$ cat src/rtl/mips_pkg.sv
// Shared widths, ALU opcodes, multiplier FSM states and the EX/MEM record
// used by the MIPS execute stage.
package mips_pkg;

    localparam int NB_ADDR   = 5;
    localparam int NB_DATA   = 2**NB_ADDR;
    localparam int NB_ALU_OP = 4;

    // One spare bit so the iteration index never wraps before it is compared.
    localparam int MUL_CNT_W = NB_ADDR + 1;

    localparam logic [NB_ALU_OP-1:0] ALU_ADD = 4'd0;
    localparam logic [NB_ALU_OP-1:0] ALU_SUB = 4'd1;
    localparam logic [NB_ALU_OP-1:0] ALU_AND = 4'd2;
    localparam logic [NB_ALU_OP-1:0] ALU_OR  = 4'd3;
    localparam logic [NB_ALU_OP-1:0] ALU_XOR = 4'd4;
    localparam logic [NB_ALU_OP-1:0] ALU_NOR = 4'd5;
    localparam logic [NB_ALU_OP-1:0] ALU_SLT = 4'd6;
    localparam logic [NB_ALU_OP-1:0] ALU_SLL = 4'd7;
    localparam logic [NB_ALU_OP-1:0] ALU_SRL = 4'd8;
    localparam logic [NB_ALU_OP-1:0] ALU_SRA = 4'd9;
    localparam logic [NB_ALU_OP-1:0] ALU_LUI = 4'd10;
    localparam logic [NB_ALU_OP-1:0] ALU_MUL = 4'd11;

    typedef enum logic [1:0] {
        ST_IDLE     = 2'd0,
        ST_MUL_RUN  = 2'd1,
        ST_MUL_DONE = 2'd2
    } mul_state_t;

    typedef struct packed {
        logic [NB_DATA-1:0] alu_result;
        logic [NB_DATA-1:0] rf_data;
        logic               alu_zero;
        logic [NB_DATA-1:0] branch_addr;
        logic               mem_wr_enb;
        logic               mem_rd_enb;
        logic               is_branch;
        logic               rf_wr_enb;
        logic               rf_wr_data_src;
        logic [NB_ADDR-1:0] rf_wr_addr;
    } ex_mem_t;

    localparam ex_mem_t EX_MEM_BUBBLE = '0;

endpackage

$ cat src/rtl/execute_unit_if.sv
// Signal bundle between the ID/EX register, the execute stage and the
// EX/MEM register.
interface execute_unit_if
    import mips_pkg::*;
();
    // Handshake: an instruction with i_valid=1 is consumed on the edge it is
    // presented while the stage is idle. o_busy=1 means upstream must hold
    // PC, IF/ID and ID/EX unchanged; it is raised already in the MUL issue
    // cycle so the MUL stays parked in ID/EX until its result is ready.
    logic                 i_valid;
    logic                 i_flush;
    logic [NB_DATA-1:0]   i_rs_data;
    logic [NB_DATA-1:0]   i_rt_data;
    logic [NB_DATA-1:0]   i_imm;
    logic [4:0]           i_shamt;
    logic [NB_DATA-1:0]   i_pc_plus4;
    logic [NB_ALU_OP-1:0] i_alu_op;
    logic                 i_alu_src;
    logic                 i_mem_wr_enb;
    logic                 i_mem_rd_enb;
    logic                 i_is_branch;
    logic                 i_rf_wr_enb;
    logic                 i_rf_wr_data_src;
    logic [NB_ADDR-1:0]   i_rf_wr_addr;

    logic                 o_busy;
    logic [NB_DATA-1:0]   o_alu_result;
    logic [NB_DATA-1:0]   o_rf_data;
    logic                 o_alu_zero;
    logic [NB_DATA-1:0]   o_branch_addr;
    logic                 o_mem_wr_enb;
    logic                 o_mem_rd_enb;
    logic                 o_is_branch;
    logic                 o_rf_wr_enb;
    logic                 o_rf_wr_data_src;
    logic [NB_ADDR-1:0]   o_rf_wr_addr;
    mul_state_t           o_dbg_state;

    modport master (
        output i_valid, i_flush, i_rs_data, i_rt_data, i_imm, i_shamt,
               i_pc_plus4, i_alu_op, i_alu_src, i_mem_wr_enb, i_mem_rd_enb,
               i_is_branch, i_rf_wr_enb, i_rf_wr_data_src, i_rf_wr_addr,
        input  o_busy, o_alu_result, o_rf_data, o_alu_zero, o_branch_addr,
               o_mem_wr_enb, o_mem_rd_enb, o_is_branch, o_rf_wr_enb,
               o_rf_wr_data_src, o_rf_wr_addr, o_dbg_state
    );

    modport slave (
        input  i_valid, i_flush, i_rs_data, i_rt_data, i_imm, i_shamt,
               i_pc_plus4, i_alu_op, i_alu_src, i_mem_wr_enb, i_mem_rd_enb,
               i_is_branch, i_rf_wr_enb, i_rf_wr_data_src, i_rf_wr_addr,
        output o_busy, o_alu_result, o_rf_data, o_alu_zero, o_branch_addr,
               o_mem_wr_enb, o_mem_rd_enb, o_is_branch, o_rf_wr_enb,
               o_rf_wr_data_src, o_rf_wr_addr, o_dbg_state
    );

endinterface

$ cat src/rtl/iterative_multiplier.sv
// Radix-2 shift-add multiplier: one partial product per cycle over NB_DATA
// cycles, then a single DONE cycle that presents the low word of the product.
module iterative_multiplier
    import mips_pkg::*;
(
    input  logic               i_clock,
    input  logic               i_reset_n,
    input  logic               i_start,
    input  logic               i_flush,
    input  logic [NB_DATA-1:0] i_multiplicand,
    input  logic [NB_DATA-1:0] i_multiplier,
    output logic               o_busy,
    output logic               o_done,
    output logic [NB_DATA-1:0] o_result,
    output mul_state_t         o_state
);

    localparam logic [MUL_CNT_W-1:0] LAST_ITER = MUL_CNT_W'(NB_DATA - 1);

    mul_state_t           state_q;
    mul_state_t           state_d;
    logic [MUL_CNT_W-1:0] cnt_q;
    logic [NB_DATA-1:0]   mcand_q;
    logic [NB_DATA-1:0]   mplier_q;
    logic [NB_DATA-1:0]   acc_q;

    always_ff @(posedge i_clock or negedge i_reset_n) begin
        if (!i_reset_n) begin
            state_q <= ST_IDLE;
        end else begin
            state_q <= state_d;
        end
    end

    always_comb begin
        state_d = state_q;
        o_busy  = 1'b0;
        o_done  = 1'b0;
        case (state_q)
            ST_IDLE: begin
                if (i_start) begin
                    state_d = ST_MUL_RUN;
                end
            end
            ST_MUL_RUN: begin
                o_busy = 1'b1;
                if (cnt_q == LAST_ITER) begin
                    state_d = ST_MUL_DONE;
                end
            end
            ST_MUL_DONE: begin
                o_done  = 1'b1;
                state_d = ST_IDLE;
            end
            default: state_d = ST_IDLE;
        endcase
        // A flush abandons any multiply, including one about to start.
        if (i_flush) begin
            state_d = ST_IDLE;
        end
    end

    always_ff @(posedge i_clock or negedge i_reset_n) begin
        if (!i_reset_n) begin
            cnt_q    <= '0;
            mcand_q  <= '0;
            mplier_q <= '0;
            acc_q    <= '0;
        end else if ((state_q == ST_IDLE) && i_start && !i_flush) begin
            cnt_q    <= '0;
            mcand_q  <= i_multiplicand;
            mplier_q <= i_multiplier;
            acc_q    <= '0;
        end else if (state_q == ST_MUL_RUN) begin
            if (mplier_q[0]) begin
                acc_q <= acc_q + mcand_q;
            end
            mcand_q  <= mcand_q << 1;
            mplier_q <= mplier_q >> 1;
            cnt_q    <= cnt_q + MUL_CNT_W'(1);
        end
    end

    assign o_result = acc_q;
    assign o_state  = state_q;

endmodule

$ cat src/rtl/execute_unit.sv
// MIPS EX stage: combinational ALU, iterative multiplier and the EX/MEM
// pipeline register feeding the memory access stage.
module execute_unit
    import mips_pkg::*;
(
    input  logic          i_clock,
    input  logic          i_reset_n,
    execute_unit_if.slave bus
);

    logic [NB_DATA-1:0] op_b;
    logic [NB_DATA-1:0] alu_result;
    logic [NB_DATA-1:0] mul_result;
    logic               is_mul;
    logic               mul_start;
    logic               mul_busy;
    logic               mul_done;
    mul_state_t         mul_state;
    ex_mem_t            cur;
    ex_mem_t            held_q;
    ex_mem_t            ex_mem_d;
    ex_mem_t            ex_mem_q;

    always_comb begin
        op_b       = bus.i_alu_src ? bus.i_imm : bus.i_rt_data;
        alu_result = '0;
        case (bus.i_alu_op)
            ALU_ADD: alu_result = bus.i_rs_data + op_b;
            ALU_SUB: alu_result = bus.i_rs_data - op_b;
            ALU_AND: alu_result = bus.i_rs_data & op_b;
            ALU_OR:  alu_result = bus.i_rs_data | op_b;
            ALU_XOR: alu_result = bus.i_rs_data ^ op_b;
            ALU_NOR: alu_result = ~(bus.i_rs_data | op_b);
            ALU_SLT: alu_result = {{(NB_DATA-1){1'b0}},
                                   ($signed(bus.i_rs_data) < $signed(op_b))};
            ALU_SLL: alu_result = op_b << bus.i_shamt;
            ALU_SRL: alu_result = op_b >> bus.i_shamt;
            ALU_SRA: alu_result = $unsigned($signed(op_b) >>> bus.i_shamt);
            ALU_LUI: alu_result = {op_b[NB_DATA-17:0], 16'h0000};
            default: alu_result = '0;
        endcase
    end

    assign is_mul    = (bus.i_alu_op == ALU_MUL);
    assign mul_start = bus.i_valid && is_mul && (mul_state == ST_IDLE) && !bus.i_flush;

    iterative_multiplier u_mult (
        .i_clock        (i_clock),
        .i_reset_n      (i_reset_n),
        .i_start        (mul_start),
        .i_flush        (bus.i_flush),
        .i_multiplicand (bus.i_rs_data),
        .i_multiplier   (op_b),
        .o_busy         (mul_busy),
        .o_done         (mul_done),
        .o_result       (mul_result),
        .o_state        (mul_state)
    );

    // Everything the current instruction would write into EX/MEM; for a MUL
    // this is parked in held_q and the result field is patched at DONE.
    always_comb begin
        cur                = EX_MEM_BUBBLE;
        cur.alu_result     = alu_result;
        cur.rf_data        = bus.i_rt_data;
        cur.alu_zero       = (alu_result == '0);
        cur.branch_addr    = bus.i_pc_plus4 + {bus.i_imm[NB_DATA-3:0], 2'b00};
        cur.mem_wr_enb     = bus.i_mem_wr_enb;
        cur.mem_rd_enb     = bus.i_mem_rd_enb;
        cur.is_branch      = bus.i_is_branch;
        cur.rf_wr_enb      = bus.i_rf_wr_enb;
        cur.rf_wr_data_src = bus.i_rf_wr_data_src;
        cur.rf_wr_addr     = bus.i_rf_wr_addr;
    end

    always_comb begin
        ex_mem_d = EX_MEM_BUBBLE;
        if (bus.i_flush) begin
            ex_mem_d = EX_MEM_BUBBLE;
        end else if (mul_done) begin
            ex_mem_d            = held_q;
            ex_mem_d.alu_result = mul_result;
            ex_mem_d.alu_zero   = (mul_result == '0);
        end else if ((mul_state == ST_IDLE) && bus.i_valid && !is_mul) begin
            ex_mem_d = cur;
        end
    end

    always_ff @(posedge i_clock or negedge i_reset_n) begin
        if (!i_reset_n) begin
            ex_mem_q <= EX_MEM_BUBBLE;
            held_q   <= EX_MEM_BUBBLE;
        end else begin
            ex_mem_q <= ex_mem_d;
            if (mul_start) begin
                held_q <= cur;
            end
        end
    end

    // Reset gating keeps o_busy low while the ID/EX register still holds a MUL.
    assign bus.o_busy           = i_reset_n && (mul_start || mul_busy);
    assign bus.o_alu_result     = ex_mem_q.alu_result;
    assign bus.o_rf_data        = ex_mem_q.rf_data;
    assign bus.o_alu_zero       = ex_mem_q.alu_zero;
    assign bus.o_branch_addr    = ex_mem_q.branch_addr;
    assign bus.o_mem_wr_enb     = ex_mem_q.mem_wr_enb;
    assign bus.o_mem_rd_enb     = ex_mem_q.mem_rd_enb;
    assign bus.o_is_branch      = ex_mem_q.is_branch;
    assign bus.o_rf_wr_enb      = ex_mem_q.rf_wr_enb;
    assign bus.o_rf_wr_data_src = ex_mem_q.rf_wr_data_src;
    assign bus.o_rf_wr_addr     = ex_mem_q.rf_wr_addr;
    assign bus.o_dbg_state      = mul_state;

endmodule

$ cat src/flat_wrapper.sv
// flat-port wrapper written by rule: the top's interface ports become plain ports
module execute_unit_flat import mips_pkg::*;
  (i_clock, i_reset_n, bus_i_valid, bus_i_flush, bus_i_rs_data, bus_i_rt_data, bus_i_imm, bus_i_shamt, bus_i_pc_plus4, bus_i_alu_op, bus_i_alu_src, bus_i_mem_wr_enb, bus_i_mem_rd_enb, bus_i_is_branch, bus_i_rf_wr_enb, bus_i_rf_wr_data_src, bus_i_rf_wr_addr, bus_o_busy, bus_o_alu_result, bus_o_rf_data, bus_o_alu_zero, bus_o_branch_addr, bus_o_mem_wr_enb, bus_o_mem_rd_enb, bus_o_is_branch, bus_o_rf_wr_enb, bus_o_rf_wr_data_src, bus_o_rf_wr_addr, bus_o_dbg_state);
  execute_unit_if bus_i ();
  input  logic i_clock;
  input  logic i_reset_n;
  input wire logic [$bits(bus_i.i_valid)-1:0] bus_i_valid;
  input wire logic [$bits(bus_i.i_flush)-1:0] bus_i_flush;
  input wire logic [$bits(bus_i.i_rs_data)-1:0] bus_i_rs_data;
  input wire logic [$bits(bus_i.i_rt_data)-1:0] bus_i_rt_data;
  input wire logic [$bits(bus_i.i_imm)-1:0] bus_i_imm;
  input wire logic [$bits(bus_i.i_shamt)-1:0] bus_i_shamt;
  input wire logic [$bits(bus_i.i_pc_plus4)-1:0] bus_i_pc_plus4;
  input wire logic [$bits(bus_i.i_alu_op)-1:0] bus_i_alu_op;
  input wire logic [$bits(bus_i.i_alu_src)-1:0] bus_i_alu_src;
  input wire logic [$bits(bus_i.i_mem_wr_enb)-1:0] bus_i_mem_wr_enb;
  input wire logic [$bits(bus_i.i_mem_rd_enb)-1:0] bus_i_mem_rd_enb;
  input wire logic [$bits(bus_i.i_is_branch)-1:0] bus_i_is_branch;
  input wire logic [$bits(bus_i.i_rf_wr_enb)-1:0] bus_i_rf_wr_enb;
  input wire logic [$bits(bus_i.i_rf_wr_data_src)-1:0] bus_i_rf_wr_data_src;
  input wire logic [$bits(bus_i.i_rf_wr_addr)-1:0] bus_i_rf_wr_addr;
  output wire logic [$bits(bus_i.o_busy)-1:0] bus_o_busy;
  output wire logic [$bits(bus_i.o_alu_result)-1:0] bus_o_alu_result;
  output wire logic [$bits(bus_i.o_rf_data)-1:0] bus_o_rf_data;
  output wire logic [$bits(bus_i.o_alu_zero)-1:0] bus_o_alu_zero;
  output wire logic [$bits(bus_i.o_branch_addr)-1:0] bus_o_branch_addr;
  output wire logic [$bits(bus_i.o_mem_wr_enb)-1:0] bus_o_mem_wr_enb;
  output wire logic [$bits(bus_i.o_mem_rd_enb)-1:0] bus_o_mem_rd_enb;
  output wire logic [$bits(bus_i.o_is_branch)-1:0] bus_o_is_branch;
  output wire logic [$bits(bus_i.o_rf_wr_enb)-1:0] bus_o_rf_wr_enb;
  output wire logic [$bits(bus_i.o_rf_wr_data_src)-1:0] bus_o_rf_wr_data_src;
  output wire logic [$bits(bus_i.o_rf_wr_addr)-1:0] bus_o_rf_wr_addr;
  output wire logic [$bits(bus_i.o_dbg_state)-1:0] bus_o_dbg_state;
  assign bus_i.i_valid = bus_i_valid;
  assign bus_i.i_flush = bus_i_flush;
  assign bus_i.i_rs_data = bus_i_rs_data;
  assign bus_i.i_rt_data = bus_i_rt_data;
  assign bus_i.i_imm = bus_i_imm;
  assign bus_i.i_shamt = bus_i_shamt;
  assign bus_i.i_pc_plus4 = bus_i_pc_plus4;
  assign bus_i.i_alu_op = bus_i_alu_op;
  assign bus_i.i_alu_src = bus_i_alu_src;
  assign bus_i.i_mem_wr_enb = bus_i_mem_wr_enb;
  assign bus_i.i_mem_rd_enb = bus_i_mem_rd_enb;
  assign bus_i.i_is_branch = bus_i_is_branch;
  assign bus_i.i_rf_wr_enb = bus_i_rf_wr_enb;
  assign bus_i.i_rf_wr_data_src = bus_i_rf_wr_data_src;
  assign bus_i.i_rf_wr_addr = bus_i_rf_wr_addr;
  assign bus_o_busy = bus_i.o_busy;
  assign bus_o_alu_result = bus_i.o_alu_result;
  assign bus_o_rf_data = bus_i.o_rf_data;
  assign bus_o_alu_zero = bus_i.o_alu_zero;
  assign bus_o_branch_addr = bus_i.o_branch_addr;
  assign bus_o_mem_wr_enb = bus_i.o_mem_wr_enb;
  assign bus_o_mem_rd_enb = bus_i.o_mem_rd_enb;
  assign bus_o_is_branch = bus_i.o_is_branch;
  assign bus_o_rf_wr_enb = bus_i.o_rf_wr_enb;
  assign bus_o_rf_wr_data_src = bus_i.o_rf_wr_data_src;
  assign bus_o_rf_wr_addr = bus_i.o_rf_wr_addr;
  assign bus_o_dbg_state = bus_i.o_dbg_state;
  execute_unit u_core (.i_clock(i_clock), .i_reset_n(i_reset_n), .bus(bus_i));
endmodule
$ cat config.mk
export PLATFORM = sky130hd
export DESIGN_NAME = execute_unit_flat
export DESIGN_NICKNAME = d
export VERILOG_FILES = /design/src/rtl/mips_pkg.sv /design/src/rtl/execute_unit_if.sv /design/src/rtl/iterative_multiplier.sv /design/src/rtl/execute_unit.sv /design/src/flat_wrapper.sv
export SDC_FILE = /design/constraint.sdc
export NUM_CORES = 1
export LEC_CHECK = 0
export CAP_MARGIN = 20
export CORE_ASPECT_RATIO = 1.25
export CORE_UTILIZATION = 30
export CTS_CLUSTER_SIZE = 25
export DETAILED_ROUTE_END_ITERATION = 7
export GPL_ROUTABILITY_DRIVEN = 0
export REMOVE_ABC_BUFFERS = 1
export SLEW_MARGIN = 10
export SYNTH_ARGS = -nofsm -noshare
export SYNTH_HDL_FRONTEND = slang
export SYNTH_SLANG_ARGS = --single-unit
$ cat constraint.sdc
create_clock -name i_clock -period 2.8 [get_ports i_clock]
set_input_delay 0.56 -clock i_clock [delete_from_list [all_inputs] [get_ports i_clock]]
set_output_delay 0.56 -clock i_clock [all_outputs]
set_load 0.01 [all_outputs]
==> flow_summary.html <==
<table>
<tr><th>Metric</th><th>Value</th></tr>
<tr><th colspan="2">Timing</th></tr>
<tr><td>Setup violation total in the final timing report</td><td>55</td></tr>
<tr><td>Fmax</td><td>214.4 MHz</td></tr>
<tr><td>Min setup slack post-route</td><td>-1864 ps</td></tr>
<tr><td>Transition time at the pin with the least slew margin</td><td>937.2 ps</td></tr>
<tr><td>Unrepaired setup endpoints after global routing</td><td>true</td></tr>
<tr><td>Number of failing hold endpoints at the final stage</td><td>0</td></tr>
<tr><td>Post-route minimum period</td><td>4664 ps</td></tr>
<tr><td>Number of max-slew violations in the final report</td><td>0</td></tr>
<tr><td>Slew HR</td><td>37.52%</td></tr>
<tr><td>Fin crit share</td><td>166.6%</td></tr>
<tr><td>Fin Clk Skew</td><td>14.24 ps</td></tr>
<tr><th colspan="2">CTS</th></tr>
<tr><td>Clock insertion delay at the later pin of the skew report</td><td>590 ps</td></tr>
<tr><td>CTS tree</td><td>built</td></tr>
<tr><td>Clock Pin Slew Worst Setup and Hold Paths</td><td>60 ps</td></tr>
<tr><td>CTS HTree Levels</td><td>2</td></tr>
<tr><td>CTS root buffer</td><td>clkbuf_16</td></tr>
<tr><td>Maximum clock insertion buffer count</td><td>3</td></tr>
<tr><td>Post-CTS Hold Buffers</td><td>0</td></tr>
<tr><td>Number of clock sinks seen by CTS</td><td>285</td></tr>
<tr><td>Number of clock buffers inserted by TritonCTS</td><td>36</td></tr>
<tr><th colspan="2">Placed design</th></tr>
<tr><td>Placed Instance Area</td><td>0.03557 mm^2</td></tr>
<tr><td>DP Wirelength</td><td>90.08 mm</td></tr>
<tr><td>Placed cell count</td><td>5101</td></tr>
<tr><td>Port bufs</td><td>261</td></tr>
<tr><td>Setup Slack @ Placement</td><td>-3176 ps</td></tr>
<tr><th colspan="2">Final layout</th></tr>
<tr><td>Most common cell after layout, fill and taps aside</td><td>buf_4</td></tr>
<tr><td>Most frequent cells in the layout</td><td>852 x buf_4, 505 x nand2_1, 322 x nor2_1</td></tr>
<tr><td>Share of layout cells above drive strength 1</td><td>37.22%</td></tr>
<tr><td>Non-Filler Cell Area, Final</td><td>0.04031 mm^2</td></tr>
<tr><td>Filler-free cell count of the finished design</td><td>5291</td></tr>
<tr><td>Net count of the finished layout</td><td>4492</td></tr>
<tr><td>Post-synthesis to final-layout area growth</td><td>56.68%</td></tr>
<tr><th colspan="2">Drt</th></tr>
<tr><td>Top layer used by detailed routing</td><td>met5</td></tr>
<tr><td>Vias per Instance</td><td>5.634</td></tr>
<tr><td>Post-detailed-route wirelength per cell</td><td>22.89 um</td></tr>
<tr><td>DRC</td><td>0</td></tr>
<tr><td>Met3 routed wirelength</td><td>9.420 mm</td></tr>
<tr><td>Iteration count of the initial detailed-routing pass</td><td>6</td></tr>
<tr><td>Met1 routed wirelength after detailed routing</td><td>45.51 mm</td></tr>
<tr><td>Post-detailed-routing wire length</td><td>121.1 mm</td></tr>
<tr><td>Detailed-route via count</td><td>29.81k</td></tr>
<tr><td>Initial drt markers</td><td>2561</td></tr>
<tr><td>Post-route antenna net violation count</td><td>0</td></tr>
<tr><td>Metal2 WL</td><td>56.91 mm</td></tr>
<tr><th colspan="2">Status</th></tr>
<tr><td>Violated checks</td><td>setup timing</td></tr>
<tr><td>Result of the run</td><td>finished with violations</td></tr>
<tr><th colspan="2">Synth</th></tr>
<tr><td>Number of cells produced by synthesis</td><td>3120</td></tr>
<tr><td>Distinct cell type count after synthesis</td><td>87</td></tr>
<tr><td>Average footprint of a synthesized cell</td><td>8.245 um^2</td></tr>
<tr><td>Sequential fraction of the synthesis area</td><td>27.72%</td></tr>
<tr><td>Main flop type after synthesis</td><td>dfrtp_1</td></tr>
<tr><td>Synthesis-stage register bit count</td><td>285</td></tr>
<tr><td>Yosys warning count</td><td>0</td></tr>
<tr><td>Combined area of all synthesized cells</td><td>0.02573 mm^2</td></tr>
<tr><td>Fraction of registers with async set or reset after synthesis</td><td>100.0%</td></tr>
<tr><td>Post-synth EDFFs</td><td>0</td></tr>
<tr><th colspan="2">Die</th></tr>
<tr><td>Total Die Area</td><td>0.08694 mm^2</td></tr>
<tr><td>Placeable Area</td><td>0.08457 mm^2</td></tr>
<tr><td>Die W</td><td>263.9 um</td></tr>
<tr><td>Initial standard-cell utilization of the core</td><td>30.42%</td></tr>
<tr><td>IO Count</td><td>262</td></tr>
<tr><td>Height of the die</td><td>329.4 um</td></tr>
<tr><td>Placement row count</td><td>119</td></tr>
<tr><th colspan="2">Flow run</th></tr>
<tr><td>Maximum capacitance violations</td><td>0</td></tr>
<tr><th colspan="2">Power and ir drop</th></tr>
<tr><td>Max IR drop VDD</td><td>0.4317 mV</td></tr>
<tr><td>Power per Cell Area</td><td>511.2 mW/mm^2</td></tr>
<tr><td>Leakage power</td><td>18.74 nW</td></tr>
<tr><td>Total Power Consumption</td><td>20.60 mW</td></tr>
<tr><th colspan="2">Setup path</th></tr>
<tr><td>Biggest fanout along the worst timing path</td><td>6</td></tr>
<tr><td>Critical path arrival</td><td>5180 ps</td></tr>
<tr><td>Classification of the worst setup path</td><td>input pin to register</td></tr>
<tr><td>Startpoint Class</td><td>input pin</td></tr>
<tr><td>Crit end category</td><td>register</td></tr>
<tr><td>WP data required</td><td>3320 ps</td></tr>
<tr><th colspan="2">Global routing</th></tr>
<tr><td>Leftover overflow at the end of global routing</td><td>0</td></tr>
<tr><td>Number of global-route vias before repair</td><td>29.48k</td></tr>
<tr><td>Largest net degree at the start of global routing</td><td>115</td></tr>
<tr><td>Number of antenna violations at the first check in global routing</td><td>10</td></tr>
<tr><td>Global-route wire length before repair</td><td>180.3 mm</td></tr>
<tr><td>All-layer global routing usage</td><td>26.91%</td></tr>
<tr><th colspan="2">Min path</th></tr>
<tr><td>Type of the worst min-delay path</td><td>input pin to async pin</td></tr>
</table>
[logic make-up (layout without fill, tap and decap cells)]
| group | after synthesis | in the layout | synth area share [%] |
|---|---|---|---|
| simple gates | 1203 | 1203 | 20.48 |
| compound gates | 832 | 832 | 22.03 |
| buf+inv | 355 | 1434 | 5.588 |
| flops | 285 | 285 | 27.72 |
| mux | 221 | 221 | 13.99 |
| fa+ha+maj | 168 | 168 | 8.288 |
| xor+xnor | 56 | 56 | 1.907 |
| other cells | 0 | 3 | 0 |
[worst paths after layout]
kind | slack (ps) | to | cells past startpoint | startpoint
worst max register to register | -550 | u_core.bus.o_alu_zero | 14 | u_core.u_mult.o_state[1]
max in group asynchronous | 1740 | u_core.bus.o_branch_addr[29] | 3 | i_reset_n
worst max-delay path | -1860 | u_core.bus.o_alu_zero | 20 | bus_i_alu_src
worst min register to register | 470 | u_core.held_q[3] | 2 | u_core.held_q[3]
worst min-delay path | 50 | u_core.held_q[43] | 2 | i_reset_n
min in group i_clock | 290 | u_core.held_q[43] | 3 | bus_i_rt_data[0]
[registers in the layout, indices dropped and copies added, names as in the netlist, 2 cells and up]
| register | count |
|---|---|
| u_core.bus.o_alu_result | 32 |
| u_core.bus.o_branch_addr | 32 |
| u_core.bus.o_rf_data | 32 |
| u_core.bus.o_rf_wr_addr | 5 |
| u_core.held_q | 74 |
| u_core.u_mult.cnt_q | 6 |
| u_core.u_mult.mcand_q | 32 |
| u_core.u_mult.mplier_q | 32 |
| u_core.u_mult.o_result | 32 |
| u_core.u_mult.o_state | 2 |
[power breakdown]
part | switching, mW | leakage (nW) | internal (mW)
clock | 2.04 | 0.600 | 2.91
combinational | 5.00 | 14.4 | 5.05
sequential | 0.609 | 3.70 | 5.00
total | 7.65 | 18.7 | 13.0
[cell type report]
type                            instances  area [um^2]
Sequential cell                       285         7132
Multi-Input combinational cell       2480        19300
Inverter                              121        474.2
Timing Repair Buffer                 1248        10800
Antenna cell                            3        7.507
Tap cell                             1089         1363
Clock buffer                           53         1097
Fill cell                            7993        44270
Clock inverter                         12        136.4
[synth_stat cells (all sizes together) (47+ instances only)]
| cell | instances | area share (%) |
|---|---|---|
| nand2 | 512 | 7.5 |
| nor2 | 345 | 5.0 |
| dfrtp | 285 | 28 |
| clkbuf | 174 | 2.5 |
| a21oi | 165 | 3.2 |
| ha | 164 | 8.0 |
| o21ai | 151 | 2.9 |
| a22oi | 131 | 3.8 |
| inv | 120 | 1.8 |
| mux4 | 103 | 9.1 |
| nand3 | 94 | 1.8 |
| mux2i | 64 | 2.5 |
| buf | 60 | 1.3 |
| nor3 | 56 | 1.1 |
| mux2 | 54 | 2.4 |
| a31oi | 47 | 1.1 |
[per-stage QoR]
step / hold slack [ps] / TNS (ps) / utilization [%]
finish: 52.46 / -30850 / 47.66
global route: 60.90 / -37590 / 47.66
CTS: 27.14 / -28210 / 46.14
detailed placement: 462.8 / -266730 / 42.06
global placement: 457.0 / -260640 / 42.06
floorplan: 264.4 / -1131590 / -
[worst max-delay path, stage by stage]
cell and delay (ps):
buf_12 120, buf_8 140, mux2i_4 260, inv_2 70
fa_2 390, a211oi_2 270, o21bai_1 90, a21o_1 200
a221oi_2 310, a21oi_2 60, or4b_4 520, or3_1 340
or4_4 490, or4_4 430, nor4_2 250, buf_4 150
nand4b_1 150, nor4_2 160, nand4_1 120, o21ai_1 90
[what timing repair did]
item / 4_1_cts / 5_1_grt
pin swaps: 131 / 138
gates resized for setup: 480 / 245
endpoints found under the setup margin: 227 / 83
cloned: 3 / 1
buffers inserted: 70 / 74
[per-layer routing]
layer  global-route usage, %  vias to the layer above
li1                        -                    13490
met2                   44.91                     1421
met5                       0                        -
met3                   5.898                      464
met1                   31.27                    14410
met4                   17.18                       16
No activity file was read; power rests on OpenSTA's default activity.
